--- src/rtl/ne_pkg.sv ---
// Shared definitions for the NE feature stream: default widths and FSM encoding.
package ne_pkg;

  localparam int NE_FEAT_WIDTH = 40;
  localparam int NE_CNT_WIDTH  = 8;

  typedef enum logic [1:0] {
    ST_IDLE  = 2'd0,
    ST_PEND  = 2'd1,
    ST_ALARM = 2'd2,
    ST_HOLD  = 2'd3
  } ne_state_t;

endpackage

--- src/rtl/ne_sat_counter.sv ---
// Counter with load, saturating increment and decrement-to-zero; load wins over inc, inc over dec.
module ne_sat_counter #(
  parameter int W = 8
) (
  input  logic         clk,
  input  logic         rst,
  input  logic         load,
  input  logic [W-1:0] load_val,
  input  logic         inc,
  input  logic         dec,
  output logic [W-1:0] cnt
);

  // Count register; sticks at all-ones on inc and at zero on dec.
  always_ff @(posedge clk or negedge rst) begin
    if (!rst)
      cnt <= '0;
    else if (load)
      cnt <= load_val;
    else if (inc) begin
      if (cnt != '1) cnt <= cnt + W'(1);
    end else if (dec) begin
      if (cnt != '0) cnt <= cnt - W'(1);
    end
  end

endmodule

--- src/rtl/ne_event_detector.sv ---
// NE event detector: hysteresis threshold with N-window confirmation, refractory
// holdoff, event counting and peak capture during the alarm.
module ne_event_detector
  import ne_pkg::*;
#(
  parameter int FEAT_WIDTH = NE_FEAT_WIDTH,
  parameter int CNT_WIDTH  = NE_CNT_WIDTH
) (
  input  logic                         clk,
  input  logic                         rst,
  input  logic                         en,
  input  logic signed [FEAT_WIDTH-1:0] din,
  input  logic                         din_valid,
  input  logic signed [FEAT_WIDTH-1:0] thr_hi,
  input  logic signed [FEAT_WIDTH-1:0] thr_lo,
  input  logic        [CNT_WIDTH-1:0]  n_confirm,
  input  logic        [CNT_WIDTH-1:0]  n_holdoff,
  output logic                         detect,
  output logic                         detect_pulse,
  output logic        [CNT_WIDTH-1:0]  event_count,
  output logic signed [FEAT_WIDTH-1:0] peak,
  output logic        [1:0]            state
);

  ne_state_t state_q, state_nxt;

  logic                 accept, above, below, enter_alarm;
  logic [CNT_WIDTH-1:0] confirm, holdoff;
  logic                 conf_load, conf_inc;
  logic [CNT_WIDTH-1:0] conf_val;
  logic                 hold_load, hold_dec;
  logic                 conf_reached;

  assign accept = din_valid & ~en;
  assign above  = din > thr_hi;
  assign below  = din < thr_lo;
  // Widened by one bit so a saturated confirm count still compares correctly.
  assign conf_reached = ({1'b0, confirm} + (CNT_WIDTH+1)'(1)) >= {1'b0, n_confirm};
  assign state = state_q;

  // Next-state and counter control decode for one accepted sample.
  always_comb begin
    state_nxt   = state_q;
    enter_alarm = 1'b0;
    conf_load   = 1'b0;
    conf_val    = '0;
    conf_inc    = 1'b0;
    hold_load   = 1'b0;
    hold_dec    = 1'b0;
    if (accept) begin
      case (state_q)
        ST_IDLE: begin
          if (above) begin
            conf_load = 1'b1;
            conf_val  = CNT_WIDTH'(1);
            if (n_confirm <= CNT_WIDTH'(1)) enter_alarm = 1'b1;
            else                            state_nxt   = ST_PEND;
          end
        end
        ST_PEND: begin
          if (above) begin
            conf_inc = 1'b1;
            if (conf_reached) enter_alarm = 1'b1;
          end else begin
            conf_load = 1'b1;
            state_nxt = ST_IDLE;
          end
        end
        ST_ALARM: begin
          if (below) begin
            conf_load = 1'b1;
            if (n_holdoff == '0) state_nxt = ST_IDLE;
            else begin
              hold_load = 1'b1;
              state_nxt = ST_HOLD;
            end
          end
        end
        ST_HOLD: begin
          // Thresholds are ignored here, including on the sample that ends the holdoff.
          hold_dec = 1'b1;
          if (holdoff <= CNT_WIDTH'(1)) begin
            conf_load = 1'b1;
            state_nxt = ST_IDLE;
          end
        end
        default: state_nxt = ST_IDLE;
      endcase
      if (enter_alarm) state_nxt = ST_ALARM;
    end
  end

  ne_sat_counter #(.W(CNT_WIDTH)) u_confirm (
    .clk(clk), .rst(rst), .load(conf_load), .load_val(conf_val),
    .inc(conf_inc), .dec(1'b0), .cnt(confirm)
  );

  ne_sat_counter #(.W(CNT_WIDTH)) u_holdoff (
    .clk(clk), .rst(rst), .load(hold_load), .load_val(n_holdoff),
    .inc(1'b0), .dec(hold_dec), .cnt(holdoff)
  );

  ne_sat_counter #(.W(CNT_WIDTH)) u_events (
    .clk(clk), .rst(rst), .load(1'b0), .load_val('0),
    .inc(enter_alarm), .dec(1'b0), .cnt(event_count)
  );

  // State, detect flags and peak tracking; peak is held outside ALARM.
  always_ff @(posedge clk or negedge rst) begin
    if (!rst) begin
      state_q      <= ST_IDLE;
      detect       <= 1'b0;
      detect_pulse <= 1'b0;
      peak         <= '0;
    end else begin
      state_q      <= state_nxt;
      detect       <= (state_nxt == ST_ALARM);
      detect_pulse <= enter_alarm;
      if (enter_alarm)
        peak <= din;
      else if (accept && state_q == ST_ALARM && din > peak)
        peak <= din;
    end
  end

endmodule

--- config.mk ---
export PLATFORM = sky130hd
export DESIGN_NAME = ne_event_detector
export DESIGN_NICKNAME = d
export VERILOG_FILES = /design/src/rtl/ne_pkg.sv /design/src/rtl/ne_sat_counter.sv /design/src/rtl/ne_event_detector.sv
export SDC_FILE = /design/constraint.sdc
export NUM_CORES = 1
export LEC_CHECK = 0
export BUFFER_PORTS_ARGS = -buffer_cell sky130_fd_sc_hd__buf_2
export CAP_MARGIN = 15
export CORE_ASPECT_RATIO = 1.4
export CORE_MARGIN = 10
export CORE_UTILIZATION = 45
export DETAILED_ROUTE_END_ITERATION = 7
export GPL_TIMING_DRIVEN = 0
export MAX_ROUTING_LAYER = met4
export PLACE_DENSITY = 0.77
export SYNTH_ARGS = -nofsm -noshare
export SYNTH_HDL_FRONTEND = slang
export SYNTH_SLANG_ARGS = --single-unit
--- constraint.sdc ---
create_clock -name clk -period 3 [get_ports clk]
set_clock_uncertainty 0.05 [all_clocks]
set_input_delay 0.15 -clock clk [delete_from_list [all_inputs] [get_ports clk]]
set_output_delay 0.15 -clock clk [all_outputs]
set_load 0.02 [all_outputs]
Word-level counts from Yosys, hierarchy flattened
Cells that the tools add are included.
{"block": "word_totals", "register_bits": 68, "output_inout_bits": 52, "elab_cells": 79}
{"block": "classes", "addsub": 4, "magnitude_cmp": 6, "n_eq_ne": 6, "muxes": 41, "bitwise_logic": 2, "reduce_logical": 13}
{"cell": "$gt 40x40->1", "count": 2}
{"cell": "$mux 40", "count": 2}
{"cell": "$mux 8", "count": 6}
{"cell": "$lt 40x40->1", "count": 1}
{"cell": "$mux 1", "count": 22}
{"cell": "$add 8x1->8 const B", "count": 2}
{"cell": "$le 8x1->1 const B", "count": 2}
{"cell": "$mux 2", "count": 8}
{"cell": "$ne 8x8->1 const B", "count": 2}
{"cell": "$reduce_bool 2->1", "count": 5}
{"cell": "$add 8x1->9 const B", "count": 1}
{"cell": "$ge 9x8->1", "count": 1}
{"cell": "$logic_not 8->1", "count": 1}
{"cell": "$pmux 2 s4", "count": 1}
{"cell": "$reduce_bool 8->1", "count": 1}
{"cell": "$sub 8x1->8 const B", "count": 1}
{"cell": "$eq 2x2->1 const B", "count": 3}
{"cell": "$reduce_and 2->1", "count": 3}
{"cell": "$pmux 1 s4", "count": 1}
{"cell": "$eq 2x1->1 const B", "count": 1}
{"cell": "$logic_and 1x1->1", "count": 2}
{"cell": "$logic_not 2->1", "count": 1}
{"cell": "$pmux 1 s2", "count": 1}
{"cell": "$and 1x1->1", "count": 1}
{"cell": "$not 1->1", "count": 1}

Logic depth before layout (Yosys ltp)
Gate-level depths: netlist of run 1.
{"block": "logic_depth", "word_depth": 9, "depth_mapped": 13}

Cells and area by module
A second synthesis of run 1 with hierarchy kept.
{"block": "hier_totals", "hier_cells": 837, "hier_area_um2": 7576.0}
{"mod": "ne_event_detector", "n_inst": 1, "cells_per_inst": 600, "area_per_inst_um2": 5308.8, "seq_area_each_um2": 1101.1}
{"mod": "ne_sat_counter", "n_inst": 3, "cells_per_inst": 79, "area_per_inst_um2": 755.7, "seq_area_each_um2": 200.2}

Worst setup path before layout of run 1
No wires, ideal clock.
{"block": "synth_path", "kind": "flip-flop to flip-flop", "from": "register peak[36]", "to": "register peak[0]", "arrival_ns": 2.758, "required_ns": 2.825, "path_slack_ns": 0.066, "path_stages_with_launch": 12, "period_less_slack_ns": 2.934, "path_cell_list": "dfrtp_1 inv_1 ha_1 nand4_1 nor4_2 nand2_1 or3_4 nor3_2 nor3_1 a21oi_4 buf_12 mux2_4"}
{"block": "synth_via", "elab_chain_cells": 3}
{"item": "from (decl)", "line": "ne_event_detector.sv:21", "source": "output logic signed [FEAT_WIDTH-1:0] peak,"}
{"item": "from (signal assigned)", "line": "ne_event_detector.sv:120", "source": "peak <= din;"}
{"item": "from (signal assigned)", "line": "ne_event_detector.sv:122", "source": "peak <= din;"}
{"item": "$gt 40x40->1", "line": "ne_event_detector.sv:121", "source": "else if (accept && state_q == ST_ALARM && din > peak)"}
{"item": "$logic_and 1x1->1", "line": "ne_event_detector.sv:121"}
{"item": "$reduce_bool 2->1 (no line)"}
No other way between the ends.
A chain may end at the register's enable or synchronous reset.

Final worst setup path of run 1
{"block": "layout_path", "from": "register peak[27]", "to": "register peak[15]"}
Same word-level chain as after synthesis.

==> report_table.html, run 1 <==
<table>
<tr><th>Metric</th><th>Value</th></tr>
<tr><th colspan="2">Finish</th></tr>
<tr><td>Net total in the final layout</td><td>approximately 1200</td></tr>
<tr><td>Leading cell type in the layout, fill and taps excluded</td><td>buf_2</td></tr>
<tr><td>Share of post-route cells with drive strength above 1</td><td>0.3305</td></tr>
<tr><td>Non-Filler Cell Area, Final</td><td>between 8000 and 9000 um2</td></tr>
<tr><td>Final core occ</td><td>0.5832</td></tr>
<tr><td>Leading cell types in the layout, fill and taps excluded</td><td>buf_2, inv_1, ha_1, dfrtp_1, a21oi_1</td></tr>
<tr><td>Fill cell total of the finished layout</td><td>about 1300</td></tr>
<tr><td>Synthesis-to-layout area growth</td><td>26.43%</td></tr>
<tr><th colspan="2">Timing</th></tr>
<tr><td>Worst-Margin Slew</td><td>around 0.6 ns</td></tr>
<tr><td>Setup violations, final</td><td>0</td></tr>
<tr><td>Fin. Hold Viols</td><td>2</td></tr>
<tr><td>Pins Over Slew Limit</td><td>0</td></tr>
<tr><td>Setup slack of the critical path after layout</td><td>about 0.022 ns</td></tr>
<tr><td>Worst relative slew slack</td><td>0.5903</td></tr>
<tr><td>Max Freq</td><td>~340 MHz</td></tr>
<tr><td>Final TNS setup</td><td>0 ns</td></tr>
<tr><td>Final Hold Slack</td><td>-0.001090 ns</td></tr>
<tr><td>Final critical path time including I/O delays and setup</td><td>about 3 ns</td></tr>
<tr><td>Unrepaired setup endpoints after global routing</td><td>yes</td></tr>
<tr><td>Period utilisation layout</td><td>0.9925</td></tr>
<tr><th colspan="2">Critical path</th></tr>
<tr><td>Cell type of the slowest stage on the worst timing path</td><td>or3_4</td></tr>
<tr><td>Critical path depth in cells</td><td>12</td></tr>
<tr><td>Number of cells on the worst reg-to-reg path</td><td>12</td></tr>
<tr><td>Series of cell instances along the critical path</td><td>inv_1 -&gt; ha_1 -&gt; nand4_1 -&gt; nor4_2 -&gt; nand2_1 -&gt; or3_4 -&gt; nor3_2 -&gt; nor3_1 -&gt; a21oi_4 -&gt; buf_12 -&gt; buf_12 -&gt; mux2_4</td></tr>
<tr><td>Critical path capture point</td><td>peak[15]$_DFFE_PN0P_</td></tr>
<tr><td>Element type at the critical path end</td><td>register</td></tr>
<tr><td>Startpoint kind of the worst setup timing path</td><td>register</td></tr>
<tr><td>Slowest stage delay, CP</td><td>0.39 ns</td></tr>
<tr><td>Endpoint of the most critical register-to-register path</td><td>peak[15]$_DFFE_PN0P_</td></tr>
<tr><td>Data required, critical path</td><td>between 3 and 4 ns</td></tr>
<tr><td>Flop-to-flop setup slack</td><td>0.02 ns</td></tr>
<tr><td>First element of the critical path</td><td>peak[27]$_DFFE_PN0P_</td></tr>
<tr><td>Crit Reg-Reg Startpoint</td><td>peak[27]$_DFFE_PN0P_</td></tr>
<tr><td>Biggest fanout along the worst timing path</td><td>10</td></tr>
<tr><td>Worst path most repeated cell</td><td>buf_12</td></tr>
<tr><td>Type of the worst setup path</td><td>reg2reg</td></tr>
<tr><td>Arrival time of data at the critical path endpoint</td><td>3.15 ns</td></tr>
<tr><td>Top cell family by delay on the critical path</td><td>simple AND/OR/NAND/NOR gates</td></tr>
<tr><td>WP buf/inv</td><td>3</td></tr>
<tr><th colspan="2">Placed design</th></tr>
<tr><td>Routability-driven placement congestion ratio</td><td>between 0.9 and 1</td></tr>
<tr><td>Area post-placement</td><td>around 7900 um2</td></tr>
<tr><td>Pre-CTS setup slack</td><td>-0.5643 ns</td></tr>
<tr><td>HPWL Detailed</td><td>about 16000 um</td></tr>
<tr><td>PortBufs</td><td>191</td></tr>
<tr><th colspan="2">Run status</th></tr>
<tr><td>Result of the run</td><td>complete, but fails checks</td></tr>
<tr><td>Failing checks</td><td>hold timing</td></tr>
<tr><th colspan="2">Floorplan</th></tr>
<tr><td>Die Footprint</td><td>~20000 um2</td></tr>
<tr><td>Chip width</td><td>between 100 and 150 um</td></tr>
<tr><td>Die H</td><td>around 160 um</td></tr>
<tr><td>CORE AREA</td><td>14510 um2</td></tr>
<tr><td>Starting density of the core</td><td>0.4613</td></tr>
<tr><td>Count of standard-cell rows</td><td>52</td></tr>
<tr><td>Boundary Pins</td><td>around 190</td></tr>
<tr><th colspan="2">Clock network</th></tr>
<tr><td>Clock root cell</td><td>clkbuf_16</td></tr>
<tr><td>Skew-Pair Late Insertion Delay</td><td>about 0.34 ns</td></tr>
<tr><td>Clock-pin slew reported for the worst setup and hold paths after clock tree synthesis</td><td>roughly 0.060 ns</td></tr>
<tr><td>Clock buffers created by TritonCTS</td><td>9</td></tr>
<tr><td>H-Tree Depth</td><td>3</td></tr>
<tr><td>CTS tree</td><td>built</td></tr>
<tr><td>Clock tree sinks</td><td>68</td></tr>
<tr><td>Clock tree buffer depth</td><td>2</td></tr>
<tr><th colspan="2">Routing</th></tr>
<tr><td>Drt first pass iters</td><td>4</td></tr>
<tr><td>Drt drc</td><td>0</td></tr>
<tr><td>Detailed router's first-iteration violation count</td><td>around 160</td></tr>
<tr><td>Wire length per cell after detailed routing</td><td>around 17 um</td></tr>
<tr><td>Detail Route Antenna Nets</td><td>0</td></tr>
<tr><td>Via count of the routed design</td><td>slightly below 6000</td></tr>
<tr><td>Post-Route WL</td><td>19210 um</td></tr>
<tr><td>Avg Vias per Cell</td><td>5.256</td></tr>
<tr><th colspan="2">Global route</th></tr>
<tr><td>Maximum number of pins on one net before global-route repair</td><td>36</td></tr>
<tr><td>Total Routing Usage GR</td><td>0.1943</td></tr>
<tr><td>Antenna violations before repair</td><td>2</td></tr>
<tr><td>Wire length of the first global-routing pass</td><td>30370 um</td></tr>
<tr><td>Remaining global-route overflow</td><td>0</td></tr>
<tr><td>Vias in the first global route</td><td>~6300</td></tr>
<tr><th colspan="2">Synthesis</th></tr>
<tr><td>Synthesized area divided by synthesized cell count</td><td>9.334 um2</td></tr>
<tr><td>Post-synth top area share</td><td>0.2543</td></tr>
<tr><td>Number of warning messages in the yosys log</td><td>0</td></tr>
<tr><td>Number of instances in the synthesized netlist</td><td>717</td></tr>
<tr><td>Synthesized netlist net count</td><td>between 900 and 1000</td></tr>
<tr><td>Share of flip-flops with an asynchronous set or reset</td><td>1.000</td></tr>
<tr><td>Post-synthesis register bit count</td><td>slightly below 70</td></tr>
<tr><td>Cell taking the most area after synthesis</td><td>dfrtp_1</td></tr>
<tr><td>Number of flops mapped to enable cells by yosys</td><td>0</td></tr>
<tr><td>Number of distinct library cell variants in the gate-level netlist after synthesis</td><td>64</td></tr>
<tr><td>Post-synthesis sequential area ratio</td><td>0.2543</td></tr>
<tr><td>Most frequently used flop master after synthesis</td><td>dfrtp_1</td></tr>
<tr><td>Post-synthesis cell area</td><td>between 6000 and 7000 um2</td></tr>
<tr><td>Dominant cells by area after synthesis</td><td>dfrtp_1, ha_1, mux2_4</td></tr>
<tr><th colspan="2">Flow run</th></tr>
<tr><td>Total of max-cap violations</td><td>0</td></tr>
<tr><th colspan="2">Pwr</th></tr>
<tr><td>P_leak</td><td>around 4.7 nW</td></tr>
<tr><td>Total power divided by cell area</td><td>between 400 and 500 nW/um2</td></tr>
<tr><td>Largest vdd supply drop</td><td>between 0.3 and 0.4 mV</td></tr>
<tr><th colspan="2">Min path</th></tr>
<tr><td>Classification of the worst-slack hold path</td><td>in2reg</td></tr>
</table>
-- worst min path at each step --
| stage | start | to | slack (ns) | depth (start not counted) |
|---|---|---|---|---|
| after floorplan | rst | detect$_DFF_PN0_ | -0.20 | 0 |
| after global placement | n_holdoff[6] | u_holdoff.cnt[6]$_DFFE_PN0P_ | 0.32 | 3 |
| after detailed placement | rst | u_events.cnt[0]$_DFFE_PN0P_ | 0.10 | 1 |
| after CTS | n_holdoff[6] | u_holdoff.cnt[6]$_DFFE_PN0P_ | 0.001 | 3 |
| after global routing | n_holdoff[4] | u_holdoff.cnt[4]$_DFFE_PN0P_ | 0.03 | 3 |
| final | n_holdoff[4] | u_holdoff.cnt[4]$_DFFE_PN0P_ | -0.001 | 3 |
-- timing repair --
item,4_1_cts,5_1_grt
endpoints found under the setup margin,47,47
resized for setup,8,14
pin swaps,8,10
buffers inserted,7,8
hold buffers,2,0
endpoints found under the hold margin,35,0
-- stage by stage --
step                total power, mW  instances  hold slack (ns)
finish                        3.749       1132        -0.001090
global route                  3.999       1132          0.02752
CTS                           3.709       1123         0.001002
detailed placement            2.601       1098           0.1024
global placement              2.553       1097           0.3242
floorplan                     2.104        717          -0.1956
-- kinds of logic (layout without fill, tap and decap cells) --
kind of cell,Yosys count,count (layout),synth area share
fa+ha+maj,131,131,0.2449
compound gates,142,142,0.1402
simple gates,167,167,0.1398
mux,47,47,0.1045
flops,68,68,0.2543
other cells,0,2,0
xor+xnor,20,20,0.02617
buf+inv,142,366,0.09011
-- synthesized netlist by cell type (all sizes together) (2+ instances only) --
cell type / n
a211oi: 2
a21o: 27
a21oi: 52
a221oi: 5
a31oi: 5
and3: 5
and4: 3
buf: 6
clkbuf: 2
dfrtp: 68
ha: 131
inv: 134
mux2: 43
mux2i: 4
nand2: 35
nand2b: 5
nand3: 12
nand4: 29
nor2: 36
nor2b: 7
nor3: 16
nor4: 7
nor4b: 2
o211ai: 4
o21a: 6
o21ai: 29
o31ai: 4
or3: 3
or4: 3
xnor2: 14
xor2: 6
-- registers in the layout, indices dropped and copies added (netlist names) --
| signal | flops |
|---|---|
| peak | 40 |
| u_confirm.cnt | 8 |
| u_events.cnt | 8 |
| u_holdoff.cnt | 8 |
| state | 2 |
| detect | 1 |
| detect_pulse | 1 |
-- report_power, final --
part | internal, mW | total (mW) | leakage [nW] | switching [mW]
Combinational | 0.701 | 1.49 | 3.67 | 0.788
Sequential | 1.06 | 1.19 | 0.926 | 0.128
Clock | 0.639 | 1.07 | 0.137 | 0.434
Total | 2.40 | 3.75 | 4.73 | 1.35
-- layout make-up --
cell class	count	area (um2)	share of cell area
Multi-Input combinational cell	507	4499	0.5317
Sequential cell	68	1705	0.2015
Timing Repair Buffer	208	1116	0.1319
Inverter	134	503.0	0.05944
Tap cell	189	236.5	0.02795
Clock buffer	9	225.2	0.02662
Buffer	8	103.9	0.01227
Clock inverter	7	67.56	0.007985
Antenna cell	2	5.005	0.0005915
-- per-layer routing --
layer  track usage  vias to the layer above  part of all wire
met3       0.03127                       43             0.051
met2        0.3460                      157              0.53
met1        0.2028                     2780              0.38
li1              -                     2970                 -
met5             -                        -                 0
met4       0.09395                        0             0.040
-- worst reg2reg max path: stages (launching register included) --
cell and delay [ns]:
dfrtp_1 0.36, inv_1 0.06, ha_1 0.28, nand4_1 0.17, nor4_2 0.37, nand2_1 0.13
or3_4 0.39, nor3_2 0.20, nor3_1 0.10, a21oi_4 0.15, buf_12 0.14, buf_12 0.15
mux2_4 0.31
(Power assumes the default switching activity.)
==> run 2: changes to the inputs <==
--- a/config.mk
+++ b/config.mk
@@ -13,7 +13,7 @@
 export DETAILED_ROUTE_END_ITERATION = 7
 export GPL_TIMING_DRIVEN = 0
 export MAX_ROUTING_LAYER = met4
-export PLACE_DENSITY = 0.77
+export PLACE_DENSITY = 0.75
 export SYNTH_ARGS = -nofsm -noshare
 export SYNTH_HDL_FRONTEND = slang
 export SYNTH_SLANG_ARGS = --single-unit
==> constraint.sdc (replaced) <==
create_clock -name clk -period 3.5 [get_ports clk]
set_clock_uncertainty 0.05 [all_clocks]
set_input_delay 0.175 -clock clk [delete_from_list [all_inputs] [get_ports clk]]
set_output_delay 0.175 -clock clk [all_outputs]
set_load 0.02 [all_outputs]
==> run 2 against run 1 <==
  * The flow now finishes without violations
  * Setup slack improved by 0.28 ns
  * Register-to-register slack gained 0.28 ns
  * Sequential cell count is the same
  * Clock power down 26%
  * Combinational power fell by 19%
  * Sequential power decreased by 15%
  * Cell count shrank 1.5%
  * Worst hold slack improved by 0.020 ns
  * Non-clock buffer count is 13 lower
  * Power decreased by 20%
  * Fmax shrank 7.0%
  * First-iteration DRC count rose by 54%
  * Largest power group unchanged
==> report_table.html, run 2 (synthesis gave the netlist of run 1 again) <==
<table>
<tr><th>Metric</th><th>Value</th></tr>
<tr><th colspan="2">Clock network</th></tr>
<tr><td>Clock-pin slew reported for the worst setup and hold paths after clock tree synthesis</td><td>0.06 ns (about the same)</td></tr>
<tr><td>Clock root cell</td><td>clkbuf_16</td></tr>
<tr><td>Clock buffers created by TritonCTS</td><td>9 (unchanged)</td></tr>
<tr><td>Clock tree sinks</td><td>68 (unchanged)</td></tr>
<tr><td>H-Tree Depth</td><td>3 (unchanged)</td></tr>
<tr><td>Clock tree buffer depth</td><td>2 (unchanged)</td></tr>
<tr><td>Skew-Pair Late Insertion Delay</td><td>0.34 ns (about the same)</td></tr>
<tr><td>CTS tree</td><td>built</td></tr>
<tr><td>Number of instances resized during post-cts repair</td><td>0 (-8)</td></tr>
<tr><th colspan="2">Floorplan</th></tr>
<tr><td>Chip width</td><td>123.1 um (unchanged)</td></tr>
<tr><td>Die Footprint</td><td>20220 um2 (unchanged)</td></tr>
<tr><td>CORE AREA</td><td>14510 um2 (unchanged)</td></tr>
<tr><td>Boundary Pins</td><td>192 (unchanged)</td></tr>
<tr><td>Count of standard-cell rows</td><td>52 (unchanged)</td></tr>
<tr><td>Starting density of the core</td><td>0.4613 (unchanged)</td></tr>
<tr><td>Die H</td><td>164.3 um (unchanged)</td></tr>
<tr><th colspan="2">Finish</th></tr>
<tr><td>Leading cell types in the layout, fill and taps excluded</td><td>buf_2, inv_1, ha_1, dfrtp_1, a21oi_1</td></tr>
<tr><td>Number of flip-flops in the largest register</td><td>40 (unchanged)</td></tr>
<tr><td>Largest Register</td><td>peak</td></tr>
<tr><td>Share of post-route cells with drive strength above 1</td><td>0.3016 (-0.02888)</td></tr>
<tr><td>Final core occ</td><td>0.5653 (-0.01794)</td></tr>
<tr><td>Net total in the final layout</td><td>1194 (-1.1%)</td></tr>
<tr><td>Leading cell type in the layout, fill and taps excluded</td><td>buf_2</td></tr>
<tr><td>Synthesis-to-layout area growth</td><td>22.55%</td></tr>
<tr><td>Non-Filler Cell Area, Final</td><td>8202 um2 (-3.1%)</td></tr>
<tr><td>Fill cell total of the finished layout</td><td>1344 (+3.9%)</td></tr>
<tr><td>Filler-free cell count of the finished design</td><td>1115 (-1.5%)</td></tr>
<tr><th colspan="2">Routing</th></tr>
<tr><td>Detailed router's first-iteration violation count</td><td>242 (+54%)</td></tr>
<tr><td>Wire length per cell after detailed routing</td><td>16.77 um (-1.2%)</td></tr>
<tr><td>Detail Route Antenna Nets</td><td>0 (unchanged)</td></tr>
<tr><td>Avg Vias per Cell</td><td>5.238 (-0.35%)</td></tr>
<tr><td>Drt drc</td><td>0 (unchanged)</td></tr>
<tr><td>Via count of the routed design</td><td>5840 (-1.8%)</td></tr>
<tr><td>Drt first pass iters</td><td>4 (unchanged)</td></tr>
<tr><td>Post-Route WL</td><td>18690 um (-2.7%)</td></tr>
<tr><th colspan="2">Placed design</th></tr>
<tr><td>PortBufs</td><td>191 (unchanged)</td></tr>
<tr><td>Area post-placement</td><td>7915 um2 (about the same)</td></tr>
<tr><td>Pre-CTS setup slack</td><td>0.08369 ns (+0.6480 ns)</td></tr>
<tr><td>Number of cells in the design after placement</td><td>1098 (unchanged)</td></tr>
<tr><td>HPWL Detailed</td><td>16070 um (-0.68%)</td></tr>
<tr><td>Routability-driven placement congestion ratio</td><td>0.8880 (-2.6%)</td></tr>
<tr><th colspan="2">Timing</th></tr>
<tr><td>Worst-Margin Slew</td><td>0.8692 ns (+0.2597 ns)</td></tr>
<tr><td>Final TNS setup</td><td>0 ns (unchanged)</td></tr>
<tr><td>Unrepaired setup endpoints after global routing</td><td>no</td></tr>
<tr><td>Worst relative slew slack</td><td>0.4152 (-0.1751)</td></tr>
<tr><td>Setup violations, final</td><td>0 (unchanged)</td></tr>
<tr><td>Fin. Hold Viols</td><td>0 (-2)</td></tr>
<tr><td>Setup slack of the critical path after layout</td><td>0.2990 ns (+0.2765 ns)</td></tr>
<tr><td>Period utilisation layout</td><td>0.9146 (-0.07794)</td></tr>
<tr><td>Final critical path time including I/O delays and setup</td><td>3.201 ns (+0.2235 ns)</td></tr>
<tr><td>Pins Over Slew Limit</td><td>0 (unchanged)</td></tr>
<tr><td>Max Freq</td><td>312.4 MHz (-7.0%)</td></tr>
<tr><td>Final Hold Slack</td><td>0.01880 ns (+0.01989 ns)</td></tr>
<tr><th colspan="2">Critical path</th></tr>
<tr><td>Number of cells on the worst reg-to-reg path</td><td>11 (-1)</td></tr>
<tr><td>Startpoint kind of the worst setup timing path</td><td>register</td></tr>
<tr><td>Data required, critical path</td><td>3.66 ns (+0.49 ns)</td></tr>
<tr><td>Type of the worst setup path</td><td>reg2reg</td></tr>
<tr><td>Flop-to-flop setup slack</td><td>0.30 ns (+0.28 ns)</td></tr>
<tr><td>Arrival time of data at the critical path endpoint</td><td>3.36 ns (+0.21 ns)</td></tr>
<tr><td>Endpoint of the most critical register-to-register path</td><td>peak[10]$_DFFE_PN0P_</td></tr>
<tr><td>Crit Reg-Reg Startpoint</td><td>peak[36]$_DFFE_PN0P_</td></tr>
<tr><td>Element type at the critical path end</td><td>register</td></tr>
<tr><td>Biggest fanout along the worst timing path</td><td>10 (unchanged)</td></tr>
<tr><th colspan="2">Global route</th></tr>
<tr><td>Fraction of met2 tracks used by global routing</td><td>0.3446 (-0.001464)</td></tr>
<tr><td>Wire length of the first global-routing pass</td><td>29970 um (-1.3%)</td></tr>
<tr><td>Grt met1 use</td><td>0.2062 (+0.003415)</td></tr>
<tr><td>Vias in the first global route</td><td>6075 (-3.7%)</td></tr>
<tr><td>Total Routing Usage GR</td><td>0.1915 (-0.002790)</td></tr>
<tr><td>Top Usage Layer GRT</td><td>met2</td></tr>
<tr><td>Maximum number of pins on one net before global-route repair</td><td>53 (+47%)</td></tr>
<tr><td>Met3 Resource Use GR</td><td>0.02543 (-0.005842)</td></tr>
<tr><td>Remaining global-route overflow</td><td>0 (unchanged)</td></tr>
<tr><td>Antenna violations before repair</td><td>1 (-1)</td></tr>
<tr><th colspan="2">Min path</th></tr>
<tr><td>Classification of the worst-slack hold path</td><td>in2reg</td></tr>
<tr><td>Hold path startpoint</td><td>n_holdoff[6]</td></tr>
<tr><td>End point of the worst hold path</td><td>u_holdoff.cnt[6]$_DFFE_PN0P_</td></tr>
<tr><td>Hold Path Stages</td><td>3 (unchanged)</td></tr>
<tr><th colspan="2">Run status</th></tr>
<tr><td>Result of the run</td><td>finished clean</td></tr>
<tr><th colspan="2">Pwr</th></tr>
<tr><td>Total power divided by cell area</td><td>366.4 nW/um2 (-17%)</td></tr>
<tr><td>Largest vdd supply drop</td><td>0.2007 mV (-38%)</td></tr>
<tr><td>Overall Power</td><td>3.005 mW (-20%)</td></tr>
<tr><td>P_leak</td><td>4.633 nW (-2.1%)</td></tr>
<tr><th colspan="2">Flow run</th></tr>
<tr><td>Total of max-cap violations</td><td>0 (unchanged)</td></tr>
</table>
==> run 2: changes by cell type in the layout (fill, tap and decap cells not counted), sizes merged <==
cell,change
buf,-12
clkinvlp,-2
bufinv,-1
clkbuf,+1
clkinv,-1
diode,-1
dlygate4sd3,-1
==> run 2: power by group <==
part           leakage (nW)  switching, mW  internal, mW
Clock                 0.120          0.332         0.465
Combinational          3.58          0.646         0.551
Sequential            0.930          0.104         0.907
Total                  4.63           1.08          1.92
==> run 2: area by class of cell <==
| cell class | instances | area, um2 | area share |
|---|---|---|---|
| inverter | 134 | 503.0 | 0.06133 |
| clock inverter | 3 | 17.52 | 0.002136 |
| sequential | 68 | 1702 | 0.2075 |
| clock buffer | 10 | 229.0 | 0.02792 |
| tap | 189 | 236.5 | 0.02883 |
| antenna | 1 | 2.502 | 0.0003051 |
| timing repair buffer | 195 | 1023 | 0.1248 |
| multi-input combinational | 507 | 4388 | 0.5350 |
| buffer | 8 | 100.1 | 0.01220 |
==> run 2: worst max-delay path by stage <==
stage	slack, ns	end	depth (start not counted)	startpoint
after floorplan	0.57	peak[0]$_DFFE_PN0P_	11	peak[36]$_DFFE_PN0P_
after global placement	0.07	peak[18]$_DFFE_PN0P_	11	din[19]
after detailed placement	0.08	peak[17]$_DFFE_PN0P_	11	din[22]
after CTS	0.23	peak[10]$_DFFE_PN0P_	11	peak[36]$_DFFE_PN0P_
after global routing	0.10	peak[6]$_DFFE_PN0P_	11	peak[36]$_DFFE_PN0P_
final	0.30	peak[10]$_DFFE_PN0P_	11	peak[36]$_DFFE_PN0P_
==> run 2: timing repair <==
action                                 in CTS  in global routing
hold buffers                                1                  0
buffers inserted                            0                  2
setup endpoints to repair                   0                  1
endpoints found under the hold margin      16                  0
==> run 2: metal layers <==
layer	vias to the layer above	part of all wire	routed length, um
met4	0	0.027	501
met2	143	0.54	10060
met3	29	0.049	922
met5	-	0	0
li1	2936	-	-
met1	2732	0.39	7207
==> run 2: critical path, stage by stage (launching register included) <==
cell	delay (ns)
dfrtp_1	0.36
inv_1	0.05
ha_1	0.31
nand4_1	0.21
nor4_2	0.37
nand2_1	0.14
or3_4	0.43
nor3_2	0.21
nor3_1	0.10
a21oi_4	0.33
buf_12	0.20
mux2_4	0.30
